$ cat config.mk
export PLATFORM = sky130hd
export DESIGN_NAME = countdown_timer
export DESIGN_NICKNAME = d
export VERILOG_FILES = /design/src/rtl/countdown_timer.sv
export SDC_FILE = /design/constraint.sdc
export NUM_CORES = 1
export LEC_CHECK = 0
export BUFFER_PORTS_ARGS = -buffer_cell sky130_fd_sc_hd__buf_2
export CAP_MARGIN = 15
export CORE_MARGIN = 2
export CORE_UTILIZATION = 53
export CTS_BUF_LIST = sky130_fd_sc_hd__clkbuf_8
export CTS_CLUSTER_DIAMETER = 60
export DETAILED_ROUTE_END_ITERATION = 8
export GPL_ROUTABILITY_DRIVEN = 1
export PLACE_DENSITY = 0.93
export SETUP_SLACK_MARGIN = 0.15
export SKIP_LAST_GASP = 1
export SLEW_MARGIN = 40
export SYNTH_ARGS = -nofsm -noshare
export SYNTH_HDL_FRONTEND = slang
export SYNTH_SLANG_ARGS = --single-unit
$ cat constraint.sdc
create_clock -name clock -period 3 [get_ports clock]
set_input_delay 0.75 -clock clock [delete_from_list [all_inputs] [get_ports clock]]
set_output_delay 0.75 -clock clock [all_outputs]
set_load 0.05 [all_outputs]
$ cat src/rtl/countdown_timer.sv
// -----------------------------------------------------------------------------
// countdown_timer
//
// Loadable down-counter. A load of N starts a countdown of N enabled clock
// cycles; when it reaches zero the block raises a held expiry event that stays
// pending until the consumer acknowledges it. Used for timeouts, pacing and
// watchdogs. cancel aborts the countdown from any state.
//
// Optional feature macro: COUNTDOWN_TIMER_AUTO_RELOAD_EN
//   defined   - acknowledging the expiry restarts the countdown from the last
//               loaded value, giving a periodic event; only cancel returns the
//               block to IDLE.
//   undefined - acknowledging the expiry returns the block to IDLE.
//   The port list is identical in both builds.
//
// Ports
//   clock          in   single clock, rising edge
//   reset          in   asynchronous, active-low reset
//   enable         in   count qualifier; RUNNING decrements only when high
//   cancel         in   abort; forces IDLE on the next edge, highest priority
//   load_valid     in   load request present
//   load_ready     out  block accepts a load this cycle (IDLE and no cancel)
//   load_count     in   number of enabled cycles to count
//   busy           out  high in RUNNING or EXPIRED
//   remaining      out  enabled cycles left until expiry
//   expired_valid  out  expiry event pending
//   expired_ready  in   consumer acknowledges the expiry event
// -----------------------------------------------------------------------------
module countdown_timer #(
    parameter int TIMER_SIZE = 32
) (
    input  logic                  clock,
    input  logic                  reset,
    input  logic                  enable,
    input  logic                  cancel,
    input  logic                  load_valid,
    output logic                  load_ready,
    input  logic [TIMER_SIZE-1:0] load_count,
    output logic                  busy,
    output logic [TIMER_SIZE-1:0] remaining,
    output logic                  expired_valid,
    input  logic                  expired_ready
);

    typedef enum logic [1:0] {
        IDLE    = 2'd0,
        RUNNING = 2'd1,
        EXPIRED = 2'd2
    } state_t;

    state_t                state_q, state_d;
    logic [TIMER_SIZE-1:0] remaining_q, remaining_d;

`ifdef COUNTDOWN_TIMER_AUTO_RELOAD_EN
    logic [TIMER_SIZE-1:0] reload_q, reload_d;
`endif

    // -------------------------------------------------------------------------
    // State registers
    // -------------------------------------------------------------------------
    // NOTE: registers are updated with non-blocking assignments so every
    // flop samples the values from before the edge, independent of the
    // order in which the simulator evaluates the always blocks.
    always_ff @(posedge clock or negedge reset) begin
        if (!reset) begin
            state_q     <= IDLE;
            remaining_q <= '0;
        end else begin
            state_q     <= state_d;
            remaining_q <= remaining_d;
        end
    end

`ifdef COUNTDOWN_TIMER_AUTO_RELOAD_EN
    always_ff @(posedge clock or negedge reset) begin
        if (!reset) begin
            reload_q <= '0;
        end else begin
            reload_q <= reload_d;
        end
    end
`endif

    // -------------------------------------------------------------------------
    // Next-state logic
    // -------------------------------------------------------------------------
    // NOTE: every signal written here receives a default first, so no path
    // through the block leaves it unassigned and no latch is inferred.
    always_comb begin
        state_d     = state_q;
        remaining_d = remaining_q;
`ifdef COUNTDOWN_TIMER_AUTO_RELOAD_EN
        reload_d    = reload_q;
`endif

        if (cancel) begin
            // Cancel wins over a final decrement, a load and an acknowledge.
            state_d     = IDLE;
            remaining_d = '0;
        end else begin
            unique case (state_q)
                IDLE: begin
                    if (load_valid) begin
                        remaining_d = load_count;
`ifdef COUNTDOWN_TIMER_AUTO_RELOAD_EN
                        reload_d    = load_count;
`endif
                        // A zero load expires immediately, with no counting cycles.
                        state_d     = (load_count == '0) ? EXPIRED : RUNNING;
                    end
                end

                RUNNING: begin
                    // remaining is at least 1 while RUNNING, so this never wraps.
                    if (enable) begin
                        remaining_d = remaining_q - TIMER_SIZE'(1);
                        if (remaining_q == TIMER_SIZE'(1)) begin
                            state_d = EXPIRED;
                        end
                    end
                end

                EXPIRED: begin
                    // The acknowledge is deliberately not qualified by enable.
                    if (expired_ready) begin
`ifdef COUNTDOWN_TIMER_AUTO_RELOAD_EN
                        remaining_d = reload_q;
                        state_d     = (reload_q == '0) ? EXPIRED : RUNNING;
`else
                        state_d     = IDLE;
`endif
                    end
                end

                default: begin
                    state_d     = IDLE;
                    remaining_d = '0;
                end
            endcase
        end
    end

    // -------------------------------------------------------------------------
    // Outputs
    // -------------------------------------------------------------------------
    // busy and expired_valid decode only the registered state; load_ready is
    // the single output with a combinational input path (through cancel).
    assign load_ready    = (state_q == IDLE) && !cancel;
    assign busy          = (state_q != IDLE);
    assign expired_valid = (state_q == EXPIRED);
    assign remaining     = remaining_q;

endmodule

Word-level counts from Yosys, hierarchy flattened

Index checks and enable logic that the tools add are counted.

Eq/ne operators: 8
$add $sub $neg: 1
Reduce and logical (&&, ||, !) cells: 7
Muxes and demuxes: 11

Operators by type and width:

| kind                  | number |
|---|---|
| $mux 32               | 3 |
| $pmux 32 s3           | 1 |
| $eq 32x1->1 const B   | 1 |
| $logic_not 32->1      | 1 |
| $sub 32x1->32 const B | 1 |
| $mux 2                | 6 |
| $ne 3x3->1 const B    | 3 |
| $pmux 2 s3            | 1 |
| $reduce_and 4->1      | 1 |
| $ne 3x2->1 const B    | 1 |
| $reduce_and 3->1      | 1 |
| $eq 2x1->1 const B    | 1 |
| $eq 2x2->1 const B    | 1 |
| $logic_not 2->1       | 1 |
| $ne 2x2->1 const B    | 1 |
| $reduce_bool 2->1     | 1 |
| $logic_and 1x1->1     | 1 |
| $logic_not 1->1       | 1 |

Logic and storage cells: 29
Register bits after elaboration: 34
Output and inout port bits: 35
Input port bits: 38

Logic depth before layout (Yosys ltp)

Gate-level depths: netlist of the first run.

Depth after elaboration: 5
Mapped depth: 7
Depth with buffers taken out: 7

Worst setup path before layout of the first run

OpenSTA, ideal clock, no wires.

Path kind: register to register
Start: reg remaining_q[23], in the netlist remaining[23]
End: reg state_q[0]
Cell stages (with the launch flop): 8
Buffers on the path: 2
Data required time: 2.872 ns
Setup time: 0.128 ns
Arrival time: 2.633 ns
Clock period less this slack: 2.761 ns
Slack: 0.239 ns
Cells stage by stage: dfrtp_1 clkbuf_2 or4_1 buf_2 or3_4 or4_4 a21oi_2 mux2_1

Longest elaborated chain between the ends: 3

Ends and longest elaborated chain:

| what                       | line | text |
|---|---|---|
| from (decl)                | 52   | `logic [TIMER_SIZE-1:0] remaining_q, remaining_d;` |
| from (signal assigned)     | 70   | `remaining_q <= remaining_d;` |
| $eq 32x1->1                | 117  | `if (remaining_q == TIMER_SIZE'(1)) begin` |
| $ne 3x3->1 (no line)       | n/a  |  |
| $reduce_and 4->1 (no line) | n/a  |  |
| to (signal assigned)       | 69   | `state_q <= state_d;` |
| to (decl)                  | 51   | `state_t state_q, state_d;` |

No other way between the ends.
A chain may end at the register's enable or synchronous reset.

Worst setup path after layout of the first run

Start: reg remaining_q[21], in the netlist remaining[21]
End: reg remaining_q[24], in the netlist remaining[24]

Longest elaborated chain between the ends: 4

Ends and longest elaborated chain:

| what          | line | text |
|---|---|---|
| $sub 32x1->32 | 116  | `remaining_d = remaining_q - TIMER_SIZE'(1);` |
| $mux 32       | 115  | `if (enable) begin` |
| $pmux 32 s3   | 101  | `unique case (state_q)` |
| $mux 32       | 96   | `if (cancel) begin` |

No other way between the ends. The select of a mux whose other input is x is not followed.

==> results_dict.tcl, run 1 <==
set metrics [dict create \
    status "finished, final reports clean" \
    synth_largest_area_cell "dfrtp_1" \
    routed_wl_um 7590 \
    io_pins 73 \
    gp_congestion 0.928 \
    drv_cap 0 \
    finalHoldViolations 0 \
    clk_latency_ns 0.31 \
    end_kind "register" \
    leakagePower_nw 1.34 \
    syn_nets 313 \
    irDropWorstVdd_mv 0.716 \
    synth-seq-area-share 0.369 \
    rows 23 \
    htree_levels 2 \
    powerDensity_mw_per_mm2 1250 \
    antenna_cells 0 \
    setup_viol 0 \
    crit_required_ns 3.19 \
    synth-main-ff-cell "dfrtp_1" \
    yosysMostFrequentCell "dfrtp_1" \
    hp-class "input port to async pin" \
    hpwlAfterDp_um 5340 \
    netlist_top_cells_area "dfrtp_1 37%, o311ai_0 5.3%, nand2_1 4.7%" \
    synthAdderAreaFrac 0.0109 \
    die_width_um 69.9 \
    synth_simple_gate_area_frac 0.287 \
    cts_resized 0 \
    synthMuxAreaShare 0.0223 \
    grt_usage 0.319 \
    skew_ns 0.00983 \
    synth_top_cells_by_count "34 x dfrtp_1, 29 x nand2_1, 20 x nor2_1, 20 x o21ai_0, 16 x clkbuf_1" \
    post_cts_buffers 0 \
    grt_max_degree 35 \
    synthesis.area_mm2 0.00230 \
    clk_path_buf_depth 2 \
    cts_root_buf "clkbuf_8" \
    synth_top_family_by_area "simple AND/OR/NAND/NOR gates" \
    synth-edff-count 0 \
    tightest_slew_ns 0.688 \
    synthArstFlopShare 1.00 \
    core_mm2 0.00409 \
    dieArea_mm2 0.00489 \
    setup_tns_ns 0 \
    drive_gt1_frac 0.287 \
    yosysWarnings 0 \
    cts_tree "yes" \
    fin_util 0.691 \
    cts_sinks 34 \
    drc 0 \
    synth-xor-area-share 0.0114 \
    cts_buffers 5 \
    vias 2667 \
    antenna_left 0 \
    cp-start-kind "register" \
    post-route-period-util 0.871 \
    path_class "register to register" \
    port_buffers 72 \
    yosysUniqueCellTypes 52 \
    holdBufCountCts 0 \
    clk_pin_slew_ns 0.08 \
    wl_per_cell_um 19.4 \
    critPathMaxFanout 9 \
    dieHeight_um 69.9 \
    nets 381 \
    drtIter0Drc 387 \
    antenna_found_initial 0 \
    grt_pass1_wl_um 12400 \
    synth-compound-area-share 0.260 \
    slew_headroom 0.537 \
    synthCells 273 \
    drtPass1Iterations 5 \
    ys_ff_latch 34 \
    synth.avg_cell_area_um2 8.44 \
    rsz0062_at_grt "false" \
    max_clock_freq_mhz 383 \
    crit_arrival_ns 2.80 \
    synthToLayoutAreaGrowth_pct 22.5 \
    grt_pass1_vias 2445 \
    avgViaCountPerCell 6.80 \
    synth_top_area_frac 0.369 \
    grt.overflow.total 0 \
    slew_viol_final 0 \
    start_util 0.564 \
    period_needed_ns 2.61 \
]
state kept, by name (all words and copies together) (netlist names):
signal / cells
remaining: 32
state_q: 2
worst max-delay path, stage by stage (launching register included):
cell	delay, ns
dfrtp_1	0.43
nor4_1	0.65
and4_1	0.43
nand2_1	0.26
o311a_1	0.35
or3_1	0.37
cell usage in the layout, fill, tap and decap left out, drive strengths merged, types with 3 or more instances in the layout:
cell type	count
a21oi	13
nand2	29
or2	6
o311ai	14
a21boi	3
o211ai	6
inv	7
xnor2	3
nand2b	3
mux2i	4
nor4	13
a221o	3
nor2	20
and2	3
o21ai	20
buf	79
and3	4
clkbuf	5
o31ai	3
or3	6
dfrtp	34
nand3	6
nor3	10
a22o	5
nand4	6
or4	5
kinds of logic after synthesis:
kind of cell / count (synthesis)
AO/OA/AOI/OAI: 83
flip-flops: 34
multiplexers: 5
buffers and inverters: 23
AND/OR/NAND/NOR: 123
XOR/XNOR: 3
adder cells (fa/ha/maj): 2
power by group:
part	internal, W	leakage (nW)	switching [W]
sequential	0.000617	0.457	0.000239
combinational	0.000658	0.826	0.00157
clock	0.000242	0.0607	0.000192
through the flow:
stage          power (W)  instance area, um2  setup WS, ns  hold slack (ns)  std cells
3_5_place_dp     0.00300                2710         0.423            0.516        384
5_1_grt          0.00370                2820         0.322            0.421        392
6_report         0.00352                2820         0.388            0.388        392
4_1_cts          0.00346                2820         0.413            0.533        392
3_3_place_gp     0.00295                2710         0.467            0.523        384
2_1_floorplan    0.00244                2300         0.239            0.454        273
path summary, 6_finish.rpt:
path | start | to | slack, ns | cells after the start
setup / recovery | remaining[21] | remaining[24] | 0.39 | 5
hold / removal | reset | remaining[2] | 0.39 | 1
setup reg to reg | remaining[21] | remaining[24] | 0.39 | 5
hold reg to reg | remaining[29] | remaining[29] | 0.53 | 1
max in group asynchronous | reset | remaining[20] | 2.28 | 1
min in group clock | remaining[29] | remaining[29] | 0.53 | 1
layout make-up:
type                    instances  area (um2)
repair buffers                 79         415
multi-input cells             216        1370
well taps                      50        62.6
flip-flops and latches         34         851
clock inverters                 3        37.5
inverters                       5        18.8
fillers                       345        1260
clock buffers                   5        68.8
per-layer routing:
| metal | vias up | part of all wire | track usage |
|---|---|---|---|
| met3 | 35 | 0.11 | 0.0866 |
| met2 | 199 | 0.45 | 0.478 |
| met4 | 0 | 0.038 | 0.156 |
| met5 | - | 0 | 0 |
| li1 | 1193 | - | - |
| met1 | 1240 | 0.40 | 0.426 |
(Power assumes the default switching activity.)
==> run 2: changes to the inputs <==
--- a/config.mk
+++ b/config.mk
@@ -5,10 +5,11 @@
 export SDC_FILE = /design/constraint.sdc
 export NUM_CORES = 1
 export LEC_CHECK = 0
+export ABC_AREA = 1
 export BUFFER_PORTS_ARGS = -buffer_cell sky130_fd_sc_hd__buf_2
 export CAP_MARGIN = 15
 export CORE_MARGIN = 2
-export CORE_UTILIZATION = 53
+export CORE_UTILIZATION = 55
 export CTS_BUF_LIST = sky130_fd_sc_hd__clkbuf_8
 export CTS_CLUSTER_DIAMETER = 60
 export DETAILED_ROUTE_END_ITERATION = 8
==> run 2 against run 1 <==
  * Die area is 15% higher
  * Area after synthesis is 20% higher
  * Worst hold slack better by 0.013 ns
  * Synthesized cell count is 77% higher
  * Global-route usage is 0.51 points higher
  * Largest power group unchanged
  * Maximum frequency is 16% higher
==> results_dict.tcl, run 2 <==
set metrics [dict create \
    cts_tree "yes" \
    syn_nets 524 \
    post_cts_buffers 0 \
    drtIter0Drc 320 \
    rows 25 \
    antenna_found_initial 0 \
    hpwlAfterDp_um 6400 \
    crit_arrival_ns 1.51 \
    yosysMostFrequentCell "nand2_1" \
    critPathMaxFanout 10 \
    drc 0 \
    htree_levels 2 \
    irDropWorstVdd_mv 0.680 \
    use_met1 0.425 \
    routed_wl_um 8540 \
    grtUsageMet3 0.0589 \
    busiest_layer "met2" \
    placed_area_mm2 0.00319 \
    ys_ff_latch 34 \
    whs_ns 0.401 \
    clk_path_buf_depth 2 \
    core_mm2 0.00479 \
    synthesis.area_mm2 0.00276 \
    io_pins 73 \
    dieHeight_um 74.9 \
    drv_cap 0 \
    antenna_cells 0 \
    synthArstFlopShare 1.00 \
    setup_viol 0 \
    grt_usage 0.324 \
    status "finished, final reports clean" \
    synth_top_area_frac 0.308 \
    synth_largest_area_cell "dfrtp_1" \
    grt_use_met2 0.534 \
    ff2ff_path_depth 11 \
    dieArea_mm2 0.00561 \
    final_area_mm2 0.00329 \
    cts_buffers 5 \
    start_util 0.578 \
    grt_pass1_wl_um 14100 \
    synth.avg_cell_area_um2 5.71 \
    largest_reg_flops 32 \
    grt.overflow.total 0 \
    path_class "register to primary output" \
    synth_top_cells_by_count "198 x nand2_1, 90 x nor2_1, 47 x inv_1" \
    synth-main-ff-cell "dfrtp_1" \
    netlist_top_cells_area "dfrtp_1 31%, nand2_1 27%, nor2_1 12%" \
    vias 3443 \
    synthCells 484 \
    hp-class "input port to async pin" \
    tightest_slew_ns 0.538 \
    setup_tns_ns 0 \
    slew_viol_final 0 \
    avgViaCountPerCell 5.51 \
    yosysWarnings 0 \
    layout_common_cells "198 x nand2_1, 89 x nor2_1, 71 x buf_2" \
    grt_max_degree 35 \
    cts_resized 0 \
    cts_sinks 34 \
    drive_gt1_frac 0.167 \
    gp_congestion 0.965 \
    antenna_left 0 \
    clk_latency_ns 0.29 \
    period_needed_ns 2.26 \
    crit_required_ns 2.25 \
    skew_ns 0.0132 \
    port_buffers 72 \
    grt_pass1_vias 3170 \
    rsz0062_at_grt "false" \
    leakagePower_nw 1.86 \
    synthToLayoutAreaGrowth_pct 18.9 \
    finalPower_w 0.00419 \
    holdBufCountCts 0 \
    cts_root_buf "clkbuf_8" \
    slew_headroom 0.641 \
    synth-seq-area-share 0.308 \
    nets 597 \
    die_width_um 74.9 \
    post-route-period-util 0.752 \
    synth-edff-count 0 \
    end_kind "primary output" \
    final_common_cell "nand2_1" \
    powerDensity_mw_per_mm2 1280 \
    wl_per_cell_um 13.7 \
    max_clock_freq_mhz 443 \
    clk_pin_slew_ns 0.08 \
    finalHoldViolations 0 \
    cp-start-kind "register" \
    yosysUniqueCellTypes 24 \
    drtPass1Iterations 5 \
]
## run 2: cell types whose count changed after synthesis, moves of 7 or more
cell,before,now
a21oi_1,12,4
clkbuf_1,16,4
inv_1,5,47
nand2_1,29,198
nand3_1,6,36
nor2_1,20,90
nor3_1,10,2
nor4_1,13,0
o21ai_1,0,7
o21bai_1,0,8
o311ai_0,14,0
## run 2: power by group
group	total (W)	internal [W]	leakage [nW]	switching (W)
logic	0.00290	0.000722	1.36	0.00218
registers	0.000922	0.000638	0.450	0.000284
clock network	0.000370	0.000185	0.0472	0.000185
## run 2: final timing paths
check,from,endpoint,slack (ns)
min,reset,remaining[14],0.40
max in group asynchronous,reset,remaining[19],2.27
max,state_q[0],load_ready,0.74
min reg2reg,remaining[31],remaining[31],0.54
max reg2reg,remaining[0],remaining[10],0.77
min in group clock,remaining[31],remaining[31],0.54
## run 2: critical path: stages, from the launching register on
cell,delay (ns)
dfrtp_1,0.46
nor2_1,0.20
inv_2,0.14
nor2_1,0.13
buf_2,0.28
## run 2: through the flow
stage / util / setup WS (ns) / instances
floorplan: - / 0.573 / 484
global placement: 0.666 / 0.913 / 617
detailed placement: 0.666 / 0.820 / 617
CTS: 0.685 / 0.758 / 625
global route: 0.687 / 0.635 / 625
finish: 0.687 / 0.745 / 625
## run 2: area by class of cell
type	count	area, um2
Fill cell	451	1500
Clock inverter	2	12.5
Clock buffer	6	82.6
Timing Repair Buffer	74	378
Tap cell	67	83.8
Sequential cell	34	851
Inverter	52	196
Multi-Input combinational cell	390	1680
## run 2: layer usage
metal  share of wire  vias to the layer above  routed length [um]
met5               0                        -                   0
met4           0.023                        0                 194
met3           0.095                       21                 810
met2            0.47                      198                3980
met1            0.42                     1550                3560
li1                -                     1674                   -
## run 2: cells by family after synthesis
| logic type | share of synthesized area |
|---|---|
| AND/OR/NAND/NOR | 0.490 |
| buffers and inverters | 0.0846 |
| adder cells (fa/ha/maj) | 0.00905 |
| flip-flops | 0.308 |
| AO/OA/AOI/OAI | 0.108 |
==> run 3: changes to the inputs <==
==> constraint.sdc (replaced) <==
create_clock -name clock -period 2.3 [get_ports clock]
set_input_delay 0.575 -clock clock [delete_from_list [all_inputs] [get_ports clock]]
set_output_delay 0.575 -clock clock [all_outputs]
set_load 0.05 [all_outputs]
==> run 3 against run 2 <==
  * Sequential cell count unchanged
  * Count of clock-buffer cells in the layout unchanged
  * Routed wire length up 1.2%
  * Global-route usage down 0.33 points
  * Non-clock buffer count unchanged
  * Total power up 31%
==> results_dict.tcl, run 3 (same netlist as run 2, synthesis figures left out) <==
set metrics [dict create \
    power_frac_clock 0.088 \
    die_width_um 74.9 \
    status "finished, final reports clean" \
    clk_latency_ns 0.30 \
    gp_congestion 0.970 \
    htree_levels 2 \
    skew_ns 0.00376 \
    pwr-share-seq 0.219 \
    grt_max_degree 35 \
    core_mm2 0.00479 \
    slew_viol_final 0 \
    avgViaCountPerCell 5.47 \
    largest_reg_flops 32 \
    power.net_switching_w 0.00349 \
    drtPass1Iterations 5 \
    post-route-period-util 0.882 \
    post_cts_buffers 0 \
    antenna_left 0 \
    path_delay_family "flip-flops" \
    grt.overflow.total 0 \
    hpwlAfterDp_um 6410 \
    final_area_mm2 0.00329 \
    final_common_cell "nand2_1" \
    max_clock_freq_mhz 493 \
    routed_wl_um 8640 \
    irDropWorstVdd_mv 1.08 \
    critPathMaxFanout 10 \
    vias 3421 \
    tightest_slew_ns 0.772 \
    period_needed_ns 2.03 \
    grt_pass1_wl_um 13900 \
    rsz0062_at_grt "false" \
    p_comb_frac 0.693 \
    crit_arrival_ns 1.45 \
    placed_area_mm2 0.00319 \
    dieHeight_um 74.9 \
    antenna_found_initial 0 \
    cts_buffers 5 \
    cts_tree "yes" \
    io_pins 73 \
    dieArea_mm2 0.00561 \
    slowest_delay_ns 0.45 \
    worst-path-buf-inv 2 \
    clk_path_buf_depth 2 \
    antenna_cells 0 \
    grt_pass1_vias 3144 \
    port_buffers 72 \
    setup_tns_ns 0 \
    internal-power_w 0.00202 \
    cts_root_buf "clkbuf_8" \
    cp-start-kind "register" \
    path_class "register to primary output" \
    cp_slowest_cell "dfrtp_1" \
    slew_headroom 0.484 \
    end_kind "primary output" \
    finalHoldViolations 0 \
    clk_pin_slew_ns 0.08 \
    cts_sinks 34 \
    leakagePower_nw 1.86 \
    start_util 0.578 \
    powerDensity_mw_per_mm2 1670 \
    drc 0 \
    wl_per_cell_um 13.8 \
    drtIter0Drc 314 \
    layout_common_cells "198 x nand2_1, 88 x nor2_1, 71 x buf_2" \
    crit_required_ns 1.73 \
    setup_viol 0 \
    drive_gt1_frac 0.167 \
    hp-class "input port to async pin" \
    drv_cap 0 \
    rows 25 \
    p_sw_frac 0.633 \
    synthToLayoutAreaGrowth_pct 19.0 \
    crit_chain "nor2_1 -> inv_2 -> nor2_2 -> buf_2" \
    nets 597 \
    grt_usage 0.321 \
]
[run 3: through the flow]
stage                     worst slack [ns]  instances  utilization  total power, W  hold WS (ns)
after global placement               0.240        617        0.666         0.00481         0.516
final                                0.271        625        0.687         0.00551         0.216
after CTS                            0.197        625        0.685         0.00539         0.398
after floorplan                      0.285        484            -         0.00398         0.279
after detailed placement             0.226        617        0.666         0.00490         0.549
after global routing                 0.174        625        0.687         0.00591         0.271
[run 3: path summary, 6_finish.rpt]
kind                       cells past startpoint            from             to  slack, ns
setup / recovery                               4      state_q[0]     load_ready       0.27
hold / removal                                 1           reset     state_q[1]       0.22
setup reg to reg                              11    remaining[0]  remaining[10]       0.30
hold reg to reg                                2   remaining[31]  remaining[31]       0.58
max in group asynchronous                      1           reset  remaining[12]       1.74
min in group clock                             5  load_count[22]  remaining[22]       0.58
[run 3: power by group through the flow]
stage / Clock (W) / Combinational, W / Sequential, W
finish: 0.000483 / 0.00382 / 0.00121
global placement: 0 / 0.00362 / 0.00119
global route: 0.000491 / 0.00418 / 0.00124
CTS: 0.000478 / 0.00373 / 0.00119
floorplan: 0 / 0.00207 / 0.00190
detailed placement: 0 / 0.00370 / 0.00120
[run 3: final cells by class]
| type | count | area, um2 |
|---|---|---|
| flip-flops and latches | 34 | 851 |
| repair buffers | 74 | 378 |
| fillers | 419 | 1500 |
| clock inverters | 2 | 8.76 |
| clock buffers | 6 | 82.6 |
| multi-input cells | 390 | 1690 |
| well taps | 67 | 83.8 |
| inverters | 52 | 196 |
[run 3: per-layer routing]
layer | global-route usage | routed length (um)
met1 | 0.413 | 3630
met2 | 0.534 | 3950
met3 | 0.0482 | 752
met5 | 0 | 0
met4 | 0.141 | 308
[run 3: timing repair]
action,CTS,global route
gates resized for setup,0,2
setup endpoints to repair,0,5
hold endpoints to repair,0,0
hold buffers,0,0
